**config.mk**
```make
export PLATFORM = sky130hd
export DESIGN_NAME = seg_scan
export DESIGN_NICKNAME = d
export VERILOG_FILES = /design/src/rtl/seg_scan.sv
export SDC_FILE = /design/constraint.sdc
export NUM_CORES = 1
export LEC_CHECK = 0
export ABC_AREA = 1
export BUFFER_PORTS_ARGS = -buffer_cell sky130_fd_sc_hd__buf_2
export CORE_ASPECT_RATIO = 0.6
export CORE_MARGIN = 2
export CORE_UTILIZATION = 60
export CTS_CLUSTER_SIZE = 8
export DETAILED_ROUTE_END_ITERATION = 6
export GPL_ROUTABILITY_DRIVEN = 0
export PLACE_DENSITY_LB_ADDON = 0.15
export SKIP_CTS_REPAIR_TIMING = 1
export SLEW_MARGIN = 20
export SYNTH_ARGS = -nofsm -noshare
export SYNTH_HDL_FRONTEND = slang
export SYNTH_HIERARCHICAL = 1
export SYNTH_SLANG_ARGS = --single-unit
export TNS_END_PERCENT = 100
```
**constraint.sdc**
```tcl
create_clock -name clk -period 2.9 [get_ports clk]
set_clock_uncertainty 0.15 [all_clocks]
set_input_delay 0.58 -clock clk [delete_from_list [all_inputs] [get_ports clk]]
set_output_delay 0.58 -clock clk [all_outputs]
set_load 0.01 [all_outputs]
```
**src/rtl/seg_scan.sv**
```systemverilog
// Time-multiplexed common-anode 7-segment scanner: feeds one nibble per slot to an
// external combinational hex decoder, then drives the digit with dp and leading-zero blanking.

module seg_scan_digit #(
    parameter int POS = 0
) (
    input  logic [3:0] nibble,
    input  logic       upper_zero,
    input  logic       blank_lz,
    output logic       blank
);
    // Digit 0 always shows, so a value of zero still renders as "0".
    localparam logic IS_LSD = (POS == 0);

    assign blank = blank_lz & ~IS_LSD & upper_zero & (nibble == 4'h0);
endmodule

module seg_scan #(
    parameter int CLK_FREQ  = 50_000_000,
    parameter int SCAN_FREQ = 1000,
    parameter int DIGITS    = 6
) (
    input  logic                  clk,
    input  logic                  rst,
    input  logic [4*DIGITS-1:0]   data_in,
    input  logic [DIGITS-1:0]     dp_in,
    input  logic                  data_valid,
    input  logic                  blank_lz,
    output logic [3:0]            bin_data,
    input  logic [7:0]            seg_in,
    output logic [7:0]            seg_data,
    output logic [DIGITS-1:0]     seg_sel
);
    localparam int SCAN_CNT = CLK_FREQ / SCAN_FREQ;
    localparam int CNT_W    = (SCAN_CNT > 1) ? $clog2(SCAN_CNT) : 1;
    localparam int IDX_W    = (DIGITS > 1) ? $clog2(DIGITS) : 1;

    if (SCAN_CNT < 3 || DIGITS < 1 || DIGITS > 8) begin : g_bad_param
        $error("seg_scan: SCAN_CNT must be >= 3 and DIGITS in 1..8");
    end

    logic [DIGITS-1:0][3:0] shadow_val;
    logic [DIGITS-1:0]      shadow_dp;
    logic [DIGITS-1:0]      blank_vec;
    logic [CNT_W-1:0]       cnt;
    logic [IDX_W-1:0]       idx;
    logic [IDX_W-1:0]       idx_nxt;
    logic                   load_pending;
    logic                   dp_q;
    logic                   blank_q;
    logic                   tick;
    logic                   load;
    // vld_pipe[0]: tick seen last cycle; vld_pipe[1]: load happened last cycle (drive now)
    logic [1:0]             vld_pipe;

    assign tick = (cnt == CNT_W'(SCAN_CNT - 1));
    assign load = load_pending | vld_pipe[0];

    // Blank decision per digit: all nibbles at and above it are zero.
    for (genvar k = 0; k < DIGITS; k++) begin : g_digit
        logic upper_zero;
        if (k == DIGITS - 1) begin : g_top
            assign upper_zero = 1'b1;
        end else begin : g_mid
            assign upper_zero = ~|shadow_val[DIGITS-1:k+1];
        end

        seg_scan_digit #(.POS(k)) u_digit (
            .nibble     (shadow_val[k]),
            .upper_zero (upper_zero),
            .blank_lz   (blank_lz),
            .blank      (blank_vec[k])
        );
    end

    always_comb begin
        idx_nxt = idx;
        if (load_pending) begin
            idx_nxt = '0;
        end else if (idx == IDX_W'(DIGITS - 1)) begin
            idx_nxt = '0;
        end else begin
            idx_nxt = idx + 1'b1;
        end
    end

    always_ff @(posedge clk) begin
        if (rst) begin
            shadow_val   <= '0;
            shadow_dp    <= '0;
            cnt          <= '0;
            idx          <= '0;
            bin_data     <= 4'h0;
            dp_q         <= 1'b0;
            blank_q      <= 1'b0;
            seg_sel      <= '1;
            seg_data     <= 8'hFF;
            load_pending <= 1'b1;
            vld_pipe     <= '0;
        end else begin
            // The load below reads the pre-edge shadow, so a same-edge update waits a slot.
            if (data_valid) begin
                shadow_val <= data_in;
                shadow_dp  <= dp_in;
            end

            cnt      <= tick ? '0 : cnt + 1'b1;
            vld_pipe <= {load, tick};

            if (load) begin
                load_pending <= 1'b0;
                idx          <= idx_nxt;
                bin_data     <= shadow_val[idx_nxt];
                dp_q         <= shadow_dp[idx_nxt];
                blank_q      <= blank_vec[idx_nxt];
                seg_sel      <= '1;
                seg_data     <= 8'hFF;
            end else if (vld_pipe[1]) begin
                // seg_in is the decoder's response to the nibble presented at load.
                seg_sel  <= ~(DIGITS'(1) << idx);
                seg_data <= blank_q ? 8'hFF : {~dp_q, seg_in[6:0]};
            end
        end
    end
endmodule

```
---- Yosys cells after proc, flatten, opt, wreduce, memory -nomap -nowiden ----
Index checks and enable logic that the tools add are counted.
word-level totals
  bits in registers ....................... 72
  bits of input ports ..................... 42
  word-level logic and storage cells ...... 58
  output and inout port bits .............. 18
operators by class
  bitwise gates (word level) .............. 12
  shift operators ......................... 1
  $lt $le $gt $ge ......................... 1
  add/sub/neg operators ................... 2
  reduce and logical (&&, ||, !) cells .... 15
  eq/ne operators ......................... 2
  mux-type cells .......................... 9
operators with widths
  operator                                             count
  zero test 4 bit                                      5
  adder 16 x 1 -> 16 bit (second input constant)       1
  == test 16 bit (second input constant)               1
  OR reduction 16 bit                                  1
  binary-select mux 4 bit (select 3 bit)               1
  OR reduction 12 bit                                  1
  bitwise AND 1 bit                                    9
  2-to-1 mux 8 bit                                     1
  OR reduction 8 bit                                   1
  binary-select mux 1 bit (select 3 bit)               2
  2-to-1 mux 3 bit                                     2
  NOT 6 bit                                            1
  left shift 1 x 3 -> 6 bit (first input constant)     1
  zero test 1 bit                                      4
  < comparator 3 x 4 -> 1 bit (second input constant)  1
  2-to-1 mux 4 bit                                     1
  OR reduction 2 bit                                   2
  OR reduction 4 bit                                   1
  adder 3 x 1 -> 3 bit (second input constant)         1
  == test 3 bit (second input constant)                1
  2-to-1 mux 1 bit                                     2
  NOT 1 bit                                            1
  bitwise OR 1 bit                                     1

---- Longest topological paths before layout ----
  depth in word-level cells ............... 6
  mapped depth ............................ 15
  depth with buffers taken out ............ 15

---- Hierarchy ----
The synthesis kept the hierarchy.
by module, submodules not included
  module                                    area an instance (µm²)  cells an instance  times used  seq. area each (µm²)
  seg_scan                                  3231.8                  443                1           1441.4
  seg_scan_digit at g_digit[1].u_digit ...  21.3                    5                  5           0.0
  seg_scan_digit at g_digit[0].u_digit      11.3                    2                  1           0.0

---- Least setup slack after synthesis ----
No wires, ideal clock.
  path kind ............................... reg-to-reg
  from .................................... register idx[0]
  to ...................................... register dp_q
  slack ................................... 1.192 ns
  clock period less this slack ............ 1.708 ns
  stages on the path, launching flop included .. 13
  arrival ................................. 1.500 ns
  path buffers ............................ 2
  setup time .............................. 0.058 ns
  required time ........................... 2.692 ns
  path through ............................ dfxtp_1 buf_6 buf_4 nand2_1 inv_1 ha_1 nor2_1 nand2_2 nor2_4 nand2_1 nand2_1 nand2_1 nand2_1
between the ends
  word-level cells in the longest chain between the ends .. 5
  elaborated cells on any way between the ends .. 6
  those cells by class .................... add/sub: 1; eq/ne: 1; mux: 4
ends and longest elaborated chain
  what                                                   line    source
  from (decl)                                            46      logic [IDX_W-1:0] idx;
  from (signal assigned)                                 112     idx <= idx_nxt;
  adder 3 x 1 -> 3 bit or == test 3 bit (tied branches)  83, 80
  2-to-1 mux 3 bit (*)                                   80      end else if (idx == IDX_W'(DIGITS - 1)) begin
  2-to-1 mux 3 bit (*)                                   78      if (load_pending) begin
  binary-select mux 1 bit (select 3 bit) (*)             114     dp_q <= shadow_dp[idx_nxt];
  2-to-1 mux 1 bit (implied by the code) (*)             114
  to (signal assigned)                                   114
  to (decl)                                              49      logic dp_q;
Mark *: on every way between the ends. The rest lies on a longest branch, timed or not. The select of a mux whose other input is x is not followed.
A chain may end at the register's enable or synchronous reset.

---- Final worst setup path ----
  from .................................... register idx[0]
  to ...................................... register blank_q
between the ends
  word-level cells in the longest chain between the ends .. 5
  elaborated cells on any way between the ends .. 6
  those cells by class .................... add/sub: 1; eq/ne: 1; mux: 4
ends and longest elaborated chain
  what                                                   line    source
  adder 3 x 1 -> 3 bit or == test 3 bit (tied branches)  83, 80
  2-to-1 mux 3 bit (*)                                   80
  2-to-1 mux 3 bit (*)                                   78
  binary-select mux 1 bit (select 3 bit) (*)             115     blank_q <= blank_vec[idx_nxt];
  2-to-1 mux 1 bit (implied by the code) (*)             115
  to (signal assigned)                                   115
  to (decl)                                              50      logic blank_q;
Marks and branches as above.

==> summary.txt <==
Clock tree
  • Clock slew at reported path FFs: about 0.08 ns
  • Clock Path Buffers: 2
  • Clk Latency, worst-skew pair: ~0.34 ns
  • Clock sink count: between 70 and 80
  • CTS tree: built
  • Num CTS Buffers: 9
  • Clock tree root driver cell: clkbuf_8
  • CTS HTree Levels: 3

Min path
  • Worst hold path type: primary input to register
  • Hold Crit Start: rst
  • Hold Crit Endpoint: load_pending
  • Worst hold stages: 1

Finish
  • Filler-free cell count of the finished design: 592
  • Nets: ~570
  • Area of the multi-input gates: 0.00164 mm^2
  • Final Util: 73.8%
  • Share of layout cells above drive strength 1: 21.1%
  • Reg area: approximately 0.0014 mm^2
  • Area Overhead vs Synth: 15.1%
  • Fillers: around 430
  • Diode count: 0

GRT
  • Congestion Overflow GR: 0
  • Initial antenna violation count: 0
  • All-layer global routing usage: 25.5%
  • Largest net degree at the start of global routing: 37
  • Number of global-route vias before repair: roughly 2,800
  • First-pass GRT wire length: 12.3 mm

Power
  • Max VDD drop: about 0.39 mV
  • Clk pwr share: 40.6%
  • Power Total: 2.19 mW
  • P_sw: 0.558 mW
  • Pint: between 1.5 and 2 mW
  • Power per cell area: approximately 570 mW/mm^2
  • Part of the power in registers: approximately half
  • Combinational Power Share: 10.6%
  • Switching portion of total power: about a quarter
  • Leakage: between 1.5 and 2 nW

Logic synthesis
  • Synthesized area: between 0.003 and 0.004 mm^2
  • Mapped Cells: 468
  • Syn nets: 512
  • Yosys warns: 6
  • Syn Area/Cell: 7.13 um^2

Floorplan
  • Cell Rows: 20
  • Num ports: 60
  • CORE AREA: 0.00520 mm^2
  • Die Wd: 100 um
  • Initial core utilization: roughly 64%
  • Die span in y: slightly above 60 um
  • Die Area: 0.00620 mm^2

Place
  • Placed cells: 576
  • # port buffers: 58
  • Hpwl dp: ~5.3 mm

Timing
  • Max Clock Freq: 529 MHz
  • Slew Limit Fails: 0
  • Min cycle time layout: 1.89 ns
  • RSZ-0062 raised after global routing: false
  • Worst hold margin: 0.253 ns
  • Final setup fails: 0
  • Total negative setup slack: 0 ns
  • Final Hold Viols: 0
  • Ratio of final minimum period to clock period: 65.1%

Critical path
  • Crit path capture type: register
  • Crit start category: register
  • CP Data Arrival Time: 2.03 ns
  • Critical path class: register to register
  • Critical path fanouts, max: 18
  • R2r startpoint: idx[0]
  • R2R cell count: 11
  • Worst R2R End: blank_q
  • R2R Setup Slk: 1.01 ns
  • Req. time, crit path: approximately 3 ns

Route
  • DR WL/cell: roughly 13 um
  • Via count: 3,180
  • Vias per std cell: roughly 5.4
  • Drt drc: 0
  • Starting DRC count in detailed routing: 164
  • Post-Route WL: 7.48 mm
  • Antenna Violating Nets Remaining: 0
  • DRT Pass-1 Iters: 6

Run
  • MaxCap Viol Count: 0

Status
  • Status: finished, final reports clean
## per-stage QoR
stage | setup WS, ns | cell area [um^2]
after floorplan | 1.19 | 3340
after global placement | 1.11 | 3610
after detailed placement | 1.06 | 3610
after CTS | 1.05 | 3840
after global routing | 0.882 | 3840
final | 1.01 | 3840
## state kept, by name (all words and copies together) (netlist names), 2 cells and up
signal and cells:
shadow_val 24, idx 3, seg_data 8, shadow_dp 6
vld_pipe 2, cnt 16, bin_data 4, seg_sel 6
## worst max path at each step
| stage | start | to | cells past startpoint |
|---|---|---|---|
| after floorplan | idx[0] | dp_q | 12 |
| after global placement | data_valid | shadow_val[4] | 5 |
| after detailed placement | rst | cnt[4] | 5 |
| after CTS | idx[0] | blank_q | 11 |
| after global routing | idx[0] | bin_data[0] | 11 |
| final | idx[0] | blank_q | 11 |
## layer usage
| metal | vias up | track usage [%] | wire, um | share of wire [%] |
|---|---|---|---|---|
| li1 | 1626 | - | - | - |
| met1 | 1441 | 35.2 | 3560 | 48 |
| met2 | 104 | 40.4 | 3390 | 45 |
| met3 | 9 | 6.26 | 470 | 6.3 |
| met4 | 0 | 8.61 | 58 | 0.78 |
| met5 | - | 0 | 0 | 0 |
## final cells by class
| class | count | area share (%) |
|---|---|---|
| clock buffer | 10 | 3.58 |
| clock inverter | 6 | 2.35 |
| inverter | 37 | 3.62 |
| multi-input combinational | 340 | 42.6 |
| sequential | 72 | 37.5 |
| tap | 66 | 2.15 |
| timing repair buffer | 61 | 8.14 |
## layout by cell type, fill, tap and decap left out, types with 3 or more instances in the layout
master and count:
clkbuf_8 10, xor2_1 3, a21oi_1 18, inv_1 31, inv_2 5, nand4_1 9, nand2_2 5, dfxtp_1 72
nor2_1 77, nand2_1 110, buf_2 58, o22ai_1 9, buf_4 3, a21oi_2 3, nor2_2 8, nor3_1 7
o21ai_1 7, o21ai_0 39, nand3_1 20, nor2_4 4, nand3_2 6
## worst max-delay path: stages (launching register included)
cell and delay [ns]:
dfxtp_1 0.32, buf_4 0.25, nand2_1 0.07, inv_1 0.06
ha_1 0.22, nor2_1 0.13, nand2_2 0.15, nor2_4 0.20
nand2_1 0.07, nand2_1 0.08, nand2_1 0.07, nand2_1 0.07
## power groups by stage
stage               Sequential [mW]  Clock (mW)  Combinational, mW
floorplan                      1.09           0              0.166
global placement               1.09           0              0.222
detailed placement             1.09           0              0.228
CTS                            1.07       0.904              0.230
global route                   1.08       0.949              0.266
finish                         1.07       0.889              0.231
Power figures use the tool's default switching activity.
